==> config.mk <==
export PLATFORM = sky130hd
export DESIGN_NAME = fetch_stage_flat
export DESIGN_NICKNAME = d
export VERILOG_FILES = /design/src/rtl/fetch_stage_pkg.sv /design/src/rtl/fetch_stage_if.sv /design/src/rtl/fetch_stage_pc_next_sel.sv /design/src/rtl/fetch_stage.sv /design/src/flat_wrapper.sv
export SDC_FILE = /design/constraint.sdc
export NUM_CORES = 1
export LEC_CHECK = 0
export ABC_AREA = 1
export BUFFER_PORTS_ARGS = -buffer_cell sky130_fd_sc_hd__buf_4
export CAP_MARGIN = 25
export CORE_ASPECT_RATIO = 2
export CORE_MARGIN = 2
export CORE_UTILIZATION = 56
export CTS_CLUSTER_DIAMETER = 80
export DETAILED_ROUTE_END_ITERATION = 12
export PLACE_DENSITY_LB_ADDON = 0.05
export SYNTH_ARGS = -nofsm -noshare
export SYNTH_HDL_FRONTEND = slang
export SYNTH_SLANG_ARGS = --single-unit
export TNS_END_PERCENT = 5
==> constraint.sdc <==
create_clock -name clk -period 2.9 [get_ports clk]
set_input_delay 0.145 -clock clk [delete_from_list [all_inputs] [get_ports clk]]
set_output_delay 0.145 -clock clk [all_outputs]
set_load 0.01 [all_outputs]
==> src/rtl/fetch_stage_pkg.sv <==
// fetch_stage_pkg: shared constants and next-PC select encoding for the fetch stage.
package fetch_stage_pkg;
   localparam int unsigned ADDR_W = 32;
   localparam int unsigned INSTR_W = 32;
   localparam logic [ADDR_W-1:0] RESET_PC_DEF = 32'h0000_0000;
   localparam logic [INSTR_W-1:0] NOP_WORD_DEF = 32'h0000_0000;
   typedef enum logic [2:0] {SEL_SEQ, SEL_HOLD, SEL_BR, SEL_JR, SEL_JMP} sel_e;
endpackage

==> src/rtl/fetch_stage_if.sv <==
// fetch_stage_if: memory fetch port plus the IF/ID register handed to the decoder.
interface fetch_stage_if;
   import fetch_stage_pkg::*;
   logic [ADDR_W-1:0] pc_address;
   logic [INSTR_W-1:0] instr_in;
   logic [INSTR_W-1:0] cmd_out;
   logic [ADDR_W-1:0] pc4_out;
   logic valid_out;
   modport master (output pc_address, cmd_out, pc4_out, valid_out, input instr_in);
   modport slave (input pc_address, cmd_out, pc4_out, valid_out, output instr_in);
endinterface

==> src/rtl/fetch_stage_pc_next_sel.sv <==
// fetch_stage_pc_next_sel: next-PC priority select and redirect target arithmetic.
module fetch_stage_pc_next_sel
   import fetch_stage_pkg::*;
(
   input  logic [ADDR_W-1:0] pc,
   input  logic [3:0]        pc4_hi,
   input  logic              stall,
   input  logic              br_taken,
   input  logic [ADDR_W-1:0] br_pc4,
   input  logic [ADDR_W-1:0] br_imm,
   input  logic              is_jr,
   input  logic [ADDR_W-1:0] jr_target,
   input  logic              is_jmp,
   input  logic [25:0]       jmp_index,
   output logic [ADDR_W-1:0] next_pc,
   output logic              flush,
   output logic              advance,
   output logic              fault_set
);
   sel_e sel;
   // EX redirects beat stall; a stalled jump stays in ID and reasserts later
   always_comb begin
      sel = is_jr ? SEL_JR : br_taken ? SEL_BR : stall ? SEL_HOLD : is_jmp ? SEL_JMP : SEL_SEQ;
      next_pc = (sel == SEL_JR)  ? {jr_target[31:2], 2'b00} :
                (sel == SEL_BR)  ? br_pc4 + (br_imm << 2) :
                (sel == SEL_JMP) ? {pc4_hi, jmp_index, 2'b00} :
                (sel == SEL_SEQ) ? pc + 32'd4 : pc;
      flush = (sel == SEL_JR) || (sel == SEL_BR) || (sel == SEL_JMP);
      advance = (sel == SEL_SEQ);
      fault_set = is_jr && (jr_target[1:0] != 2'b00);
   end
endmodule

==> src/rtl/fetch_stage.sv <==
// fetch_stage: PC register, IF/ID register, sticky misalignment fault and fetch counter.
module fetch_stage
   import fetch_stage_pkg::*;
#(
   parameter logic [ADDR_W-1:0]  RESET_PC = RESET_PC_DEF,
   parameter logic [INSTR_W-1:0] NOP_WORD = NOP_WORD_DEF,
   parameter int unsigned        CNT_W    = 32
) (
   input  logic              clk,
   input  logic              rst_n,
   input  logic              stall,
   input  logic              br_taken,
   input  logic [ADDR_W-1:0] br_pc4,
   input  logic [ADDR_W-1:0] br_imm,
   input  logic              is_jr,
   input  logic [ADDR_W-1:0] jr_target,
   input  logic              is_jmp,
   input  logic [25:0]       jmp_index,
   output logic              fault_out,
   output logic [CNT_W-1:0]  fetch_cnt,
   fetch_stage_if.master     bus
);
   logic [ADDR_W-1:0] pc, next_pc;
   logic flush, advance, fault_set;
   assign bus.pc_address = pc;
   fetch_stage_pc_next_sel u_sel (
      .pc(pc),
      .pc4_hi(bus.pc4_out[31:28]),
      .stall(stall),
      .br_taken(br_taken),
      .br_pc4(br_pc4),
      .br_imm(br_imm),
      .is_jr(is_jr),
      .jr_target(jr_target),
      .is_jmp(is_jmp),
      .jmp_index(jmp_index),
      .next_pc(next_pc),
      .flush(flush),
      .advance(advance),
      .fault_set(fault_set)
   );
   always_ff @(posedge clk) begin
      if (!rst_n) begin
         pc <= RESET_PC;
         bus.cmd_out <= NOP_WORD;
         bus.pc4_out <= '0;
         bus.valid_out <= 1'b0;
         fault_out <= 1'b0;
         fetch_cnt <= '0;
      end else begin
         pc <= next_pc;
         if (flush) begin
            bus.cmd_out <= NOP_WORD;
            bus.pc4_out <= '0;
            bus.valid_out <= 1'b0;
         end else if (advance) begin
            bus.cmd_out <= bus.instr_in;
            bus.pc4_out <= pc + 32'd4;
            bus.valid_out <= 1'b1;
            fetch_cnt <= fetch_cnt + CNT_W'(1);
         end
         if (fault_set) fault_out <= 1'b1;
      end
   end
endmodule
==> src/flat_wrapper.sv <==
// flat-port wrapper written by rule: the top's interface ports become plain ports
module fetch_stage_flat import fetch_stage_pkg::*;
#(
   parameter logic [ADDR_W-1:0]  RESET_PC = RESET_PC_DEF,
   parameter logic [INSTR_W-1:0] NOP_WORD = NOP_WORD_DEF,
   parameter int unsigned        CNT_W    = 32
)
  (clk, rst_n, stall, br_taken, br_pc4, br_imm, is_jr, jr_target, is_jmp, jmp_index, fault_out, fetch_cnt, bus_pc_address, bus_cmd_out, bus_pc4_out, bus_valid_out, bus_instr_in);
  fetch_stage_if bus_i ();
  input  logic clk;
  input  logic rst_n;
  input  logic stall;
  input  logic br_taken;
  input  logic [ADDR_W-1:0] br_pc4;
  input  logic [ADDR_W-1:0] br_imm;
  input  logic is_jr;
  input  logic [ADDR_W-1:0] jr_target;
  input  logic is_jmp;
  input  logic [25:0] jmp_index;
  output logic fault_out;
  output logic [CNT_W-1:0] fetch_cnt;
  output wire logic [$bits(bus_i.pc_address)-1:0] bus_pc_address;
  output wire logic [$bits(bus_i.cmd_out)-1:0] bus_cmd_out;
  output wire logic [$bits(bus_i.pc4_out)-1:0] bus_pc4_out;
  output wire logic [$bits(bus_i.valid_out)-1:0] bus_valid_out;
  input wire logic [$bits(bus_i.instr_in)-1:0] bus_instr_in;
  assign bus_pc_address = bus_i.pc_address;
  assign bus_cmd_out = bus_i.cmd_out;
  assign bus_pc4_out = bus_i.pc4_out;
  assign bus_valid_out = bus_i.valid_out;
  assign bus_i.instr_in = bus_instr_in;
  fetch_stage #(.RESET_PC(RESET_PC), .NOP_WORD(NOP_WORD), .CNT_W(CNT_W)) u_core (.clk(clk), .rst_n(rst_n), .stall(stall), .br_taken(br_taken), .br_pc4(br_pc4), .br_imm(br_imm), .is_jr(is_jr), .jr_target(jr_target), .is_jmp(is_jmp), .jmp_index(jmp_index), .fault_out(fault_out), .fetch_cnt(fetch_cnt), .bus(bus_i));
endmodule
==> flow_summary.toml, run 1 <==
[clocking]
tritoncts = "yes"
clk_pin_slew_ps = 70
clock_sinks = 130
post_cts_buffers = 0
insertion_delay_ps = 420
clk_path_buf_depth = 2
numCtsBuffers = 17
h-tree-depth = 4
cts-root-buf = "clkbuf_16"
postCtsResizedCells = 0

[hold_path]
hp-class = "in2reg"
worstHoldStart = "bus_instr_in[2]"

[worst_setup_path]
critPathArrivalTime_ps = 2620
cp_slowest_stage_delay_ps = 430
path_delay_family = "simple AND/OR/NAND/NOR gates"
cpMaxStageDelayCell = "dfxtp_1"
critPathLaunchType = "flop"
crit_top_cell = "nand2_1"
cp.required_ps = 3270
critPathBufInv = 1
critPathMaxFanout = 6
worstReg2RegStart = "u_core.bus.pc_address[2]"
cp-startpoint = "u_core.bus.pc_address[2]"
end_kind = "flop"
cp_cell_sequence = "ha_1, nand2_1, nor2_1, nand2_1, nor2_2, nand2_1, xnor2_1, o21ai_0, nand3_1, nand2_1, inv_1"
worstSetupPathType = "reg2reg"

[route]
routedWlPerCell_um = 16.4
wl_met3_mm = 2.82
wl_met2_mm = 15.4
first_iter_violations = 876
wl_met1_mm = 12.1
wl_mm = 31.9
remaining_drc_errors = 0
highest_layer = "met4"
drtAntennaViolNets = 0
vias = 10900
drt_pass1_iterations = 5
vias_per_cell = 5.58

[logic_synthesis]
synth-edff-count = 0
yosys.area.top_type = "dfxtp_1"
syn_avg_cell_area_sq_um = 6.16
synth_ff_type = "dfxtp_1"
synth_seq_area_share = 0.294
synth.net_count = 1631
synth_cell_types = 43
syn_area_sq_mm = 0.00886
ys_seq_elements = 130
ys_async_sr_fraction = 0
synth_area_leaders = "dfxtp_1, nand2_1, a21oi_1"
synth_top_area_frac = 0.294
yosys_warnings = 0
syn_inst = 1439

[power_and_ir_drop]
p_per_area_mw_per_mm2 = 426
leakage_nw = 5.78
finalPower_mw = 5.09
peakVddDrop_mv = 0.462

[timing]
finalCritPeriodShare = 0.778
hold_viol_final = 0
timing.fmax_mhz = 443
fin_setup_tns_ps = 0
setup_ws_ps = 645
finalSetupViolCount = 0
min_period_ps = 2260
rsz0062_at_grt = "false"
slew_viol_final = 0
tightest_slew_ps = 890
skew_ps = 14.4
slew_headroom = 0.406

[final_layout]
mostFrequentLayoutCell = "nand2_1"
diodes = 0
drive_gt1_frac = 0.212
layout_common_cells = "nand2_1, buf_4, nor2_1, inv_1, a21oi_1"
final_cell_count_no_fill = 1946
area_delta_synth_final_pct = 34.7
layout.nets = 1924

[global_route]
grt_max_degree = 91
grt-ovfl-total = 0
antenna_found_initial = 0
grt_use_total = 0.369
grt_pass1_wl_mm = 50.3
grt_pass1_vias = 10300

[placed_design]
hpwl_mm = 22.8
dpl_worst_slack_ps = 574
io_buffer_count = 287
gp_congestion = 0.967
place_inst = 1887

[die]
die_y_um = 182
die_w_um = 92.9
start_util = 0.567
die_area_sq_mm = 0.0169
num_rows = 65
io-pin-count = 290
core_sq_mm = 0.0156

[run]
maxCapViolCount = 0

[outcome]
status = "finished, final reports clean"
==> final timing paths <==
path | end | slack (ps) | cells past startpoint
max | u_core.bus.pc_address[16] | 640 | 11
max reg2reg | u_core.bus.pc_address[16] | 640 | 11
min reg2reg | u_core.fault_out | 450 | 2
min | u_core.bus.cmd_out[2] | 10 | 3
==> cells by family after synthesis <==
| family | share of synthesized area |
|---|---|
| DFF | 0.294 |
| AOI/OAI and AO/OA | 0.169 |
| buffers and inverters | 0.102 |
| and+or+nand+nor | 0.372 |
| xor gates and xnor gates | 0.0178 |
| adders and majority gates | 0.0460 |
==> stage by stage <==
| step | cell area [sq um] | util | hold slack [ps] |
|---|---|---|---|
| floorplan | 8860 | - | 292 |
| global placement | 11100 | 0.709 | 411 |
| detailed placement | 11100 | 0.709 | 414 |
| CTS | 11900 | 0.765 | 0.176 |
| global route | 11900 | 0.765 | 16.3 |
| finish | 11900 | 0.765 | 12.6 |
==> synth_stat cells, drive strengths merged, types with 3 or more instances <==
cell type and number:
nor2 178, or2 3, clkinv 3, a21oi 136, a31oi 14, dlymetal6s2s 3, xnor2 6, inv 170
a221oi 3, nand2 434, o211ai 18, nand3b 15, nand3 94, and3 3, nor3 20, clkbuf 26
xor2 12, nand4 13, o21ai 88, o21bai 14, ha 31, dfxtp 130, buf 18
==> flip-flops by register name, indices dropped and copies added (netlist names) <==
signal                 count
u_core.bus.pc4_out        32
u_core.bus.valid_out       1
u_core.fault_out           1
u_core.bus.pc_address     32
u_core.bus.cmd_out        32
u_core.fetch_cnt          32
==> timing repair <==
item / 4_1_cts / 5_1_grt
endpoints found under the setup margin: 0 / 0
endpoints found under the hold margin: 27 / 0
hold buffers: 27 / 0
==> worst reg2reg max path, cell delays in order (launching register included) <==
cell and delay, ps:
dfxtp_1 430, ha_1 270, nand2_1 70, nor2_1 270
nand2_1 210, nor2_2 230, nand2_1 100, xnor2_1 310
o21ai_0 130, nand3_1 100, nand2_1 50, inv_1 40
==> per-layer routing <==
layer	track usage	vias up
met3	0.0747	125
met1	0.436	4884
met5	0	-
li1	-	5252
met4	0.184	0
met2	0.627	600
==> where the power goes <==
group          switching, mW  internal (mW)  total (mW)  leakage, nW
Combinational          0.579          0.444        1.02         4.44
Sequential            0.0768           1.83        1.91         1.06
Clock                  0.934           1.22        2.16        0.285
==> layout make-up <==
cell class	count	area [sq um]
clock buffer	17	425
clock inverter	15	168
fill	1212	3680
inverter	173	652
multi-input combinational	1089	5360
sequential	130	2600
tap	201	251
timing repair buffer	321	2480
Power figures use the tool's default switching activity.
==> inputs of run 2 (changes only) <==
--- a/config.mk
+++ b/config.mk
@@ -10,7 +10,7 @@
 export CAP_MARGIN = 25
 export CORE_ASPECT_RATIO = 2
 export CORE_MARGIN = 2
-export CORE_UTILIZATION = 56
+export CORE_UTILIZATION = 52
 export CTS_CLUSTER_DIAMETER = 80
 export DETAILED_ROUTE_END_ITERATION = 12
 export PLACE_DENSITY_LB_ADDON = 0.05
==> constraint.sdc (replaced) <==
create_clock -name clk -period 2.2 [get_ports clk]
set_input_delay 0.11 -clock clk [delete_from_list [all_inputs] [get_ports clk]]
set_output_delay 0.11 -clock clk [all_outputs]
set_load 0.01 [all_outputs]
==> flow_summary.toml, run 2 (synthesis gave the netlist of run 1 again) <==
[outcome]
status = "finished, violations left"
violations = "hold timing"

[clocking]
h-tree-depth = 4
insertion_delay_ps = 430
clock_sinks = 130
post_cts_buffers = 0
clk_path_buf_depth = 2
clk_pin_slew_ps = 60
tritoncts = "yes"
cts-root-buf = "clkbuf_16"
numCtsBuffers = 17

[power_and_ir_drop]
leakage_nw = 5.98
p_per_area_mw_per_mm2 = 557
peakVddDrop_mv = 0.560

[global_route]
grt_use_total = 0.400
grt_pass1_wl_mm = 55.6
grt_pass1_vias = 11200
antenna_found_initial = 2
grt_max_degree = 91
grt-ovfl-total = 0

[route]
first_iter_violations = 976
vias = 11200
remaining_drc_errors = 0
drtAntennaViolNets = 0
wl_mm = 36.5
vias_per_cell = 5.65
routedWlPerCell_um = 18.3
drt_pass1_iterations = 5

[timing]
min_period_ps = 2100
skew_ps = 8.04
timing.fmax_mhz = 476
whs_ps = -1.59
hold_viol_final = 1
fin_setup_tns_ps = 0
slew_viol_final = 0
finalSetupViolCount = 0
tightest_slew_ps = 509
rsz0062_at_grt = "true"
slew_headroom = 0.661
finalCritPeriodShare = 0.955

[die]
die_area_sq_mm = 0.0182
num_rows = 67
core_sq_mm = 0.0168
die_w_um = 96.3
io-pin-count = 290
die_y_um = 189
start_util = 0.528

[worst_setup_path]
r2r_end = "u_core.fetch_cnt[11]"
cp_num_cells = 6
cp_slowest_stage_delay_ps = 450
critPathBufInv = 0
endpoint = "u_core.fetch_cnt[11]"
end_kind = "flop"
path_delay_family = "simple AND/OR/NAND/NOR gates"
critPathLaunchType = "flop"
worstSetupPathType = "reg2reg"
cp.required_ps = 2500
cpMaxStageDelayCell = "dfxtp_1"
cp-startpoint = "u_core.fetch_cnt[5]"
critPathMaxFanout = 6
r2r_cells = 6
worstReg2RegStart = "u_core.fetch_cnt[5]"
cp_cell_sequence = "nand2_1, nor2_4, and3_1, nand3_1, o21ai_0, a21oi_1"
critPathArrivalTime_ps = 2400
ff2ff_setup_slack_ps = 100

[placed_design]
gp_congestion = 0.959
hpwl_mm = 26.1
io_buffer_count = 287

[final_layout]
layout_common_cells = "nand2_1, buf_4, nor2_1, inv_1, a21oi_1"
drive_gt1_frac = 0.221
area_delta_synth_final_pct = 39.2
layout.nets = 1959
mostFrequentLayoutCell = "nand2_1"
n_fill_cell = 1396

[hold_path]
hp-class = "in2reg"

[run]
maxCapViolCount = 0
run 2: cell count changes in the layout (fill, tap and decap cells not counted), sizes merged:
cell | previous run | this run
diode | 0 | 3
buf | 294 | 315
clkinvlp | 2 | 4
inv | 178 | 177
clkinv | 7 | 5
dlygate4sd3 | 27 | 41
bufinv | 1 | 2
run 2: worst register-to-register path: stages, from the launching register on:
cell and delay (ps):
dfxtp_1 450, nand2_1 180, nor2_4 260, and3_1 340, nand3_1 210, o21ai_0 400, a21oi_1 110
run 2: layer usage:
layer / track usage / wire length, um / vias up
met5: 0 / 0 / -
met2: 0.723 / 19200 / 598
li1: - / - / 5320
met3: 0.0772 / 2470 / 209
met4: 0.295 / 3180 / 0
met1: 0.383 / 11600 / 5121
run 2: final cells by class:
| type | instances | area [sq um] | area share |
|---|---|---|---|
| multi-input cells | 1089 | 5380 | 0.436 |
| repair buffers | 356 | 2840 | 0.230 |
| flip-flops and latches | 130 | 2600 | 0.211 |
| inverters | 173 | 652 | 0.0529 |
| clock buffers | 17 | 425 | 0.0345 |
| well taps | 207 | 259 | 0.0210 |
| clock inverters | 15 | 174 | 0.0141 |
| diodes | 3 | 7.51 | 0.000609 |
run 2: where the power goes:
group	internal [mW]	leakage (nW)	switching, mW	total, mW
Clock	1.70	0.281	1.23	2.93
Sequential	2.42	1.06	0.0931	2.51
Combinational	0.627	4.64	0.799	1.43
Total	4.74	5.98	2.12	6.87
run 2: how the worst min path moves through the flow:
stage | endpoint | slack (ps) | startpoint | depth (start not counted)
floorplan | u_core.bus.cmd_out[0] | 260 | bus_instr_in[0] | 2
global placement | u_core.bus.cmd_out[21] | 370 | bus_instr_in[21] | 3
detailed placement | u_core.bus.cmd_out[29] | 380 | bus_instr_in[29] | 3
CTS | u_core.bus.pc_address[9] | 0.2 | jr_target[9] | 3
global route | u_core.bus.pc_address[14] | 20 | jr_target[14] | 3
finish | u_core.bus.pc_address[9] | -2 | jr_target[9] | 3
run 2: timing repair:
| action | in CTS | in global routing |
|---|---|---|
| hold buffers | 41 | 0 |
| hold endpoints to repair | 39 | 0 |
| setup endpoints to repair | 0 | 6 |
| resized for setup | 0 | 5 |
run 2: stage by stage:
stage               cells  utilization  power [mW]  instance area, sq um  worst slack, ps
CTS                  1987        0.734        6.81                 12300             78.3
global placement     1914        0.674        3.87                 11300              176
finish               1990        0.736        6.87                 12300              100
global route         1988        0.735        7.09                 12300             4.89
detailed placement   1914        0.674        3.88                 11300             91.8
floorplan            1439            -        3.28                  8860              399
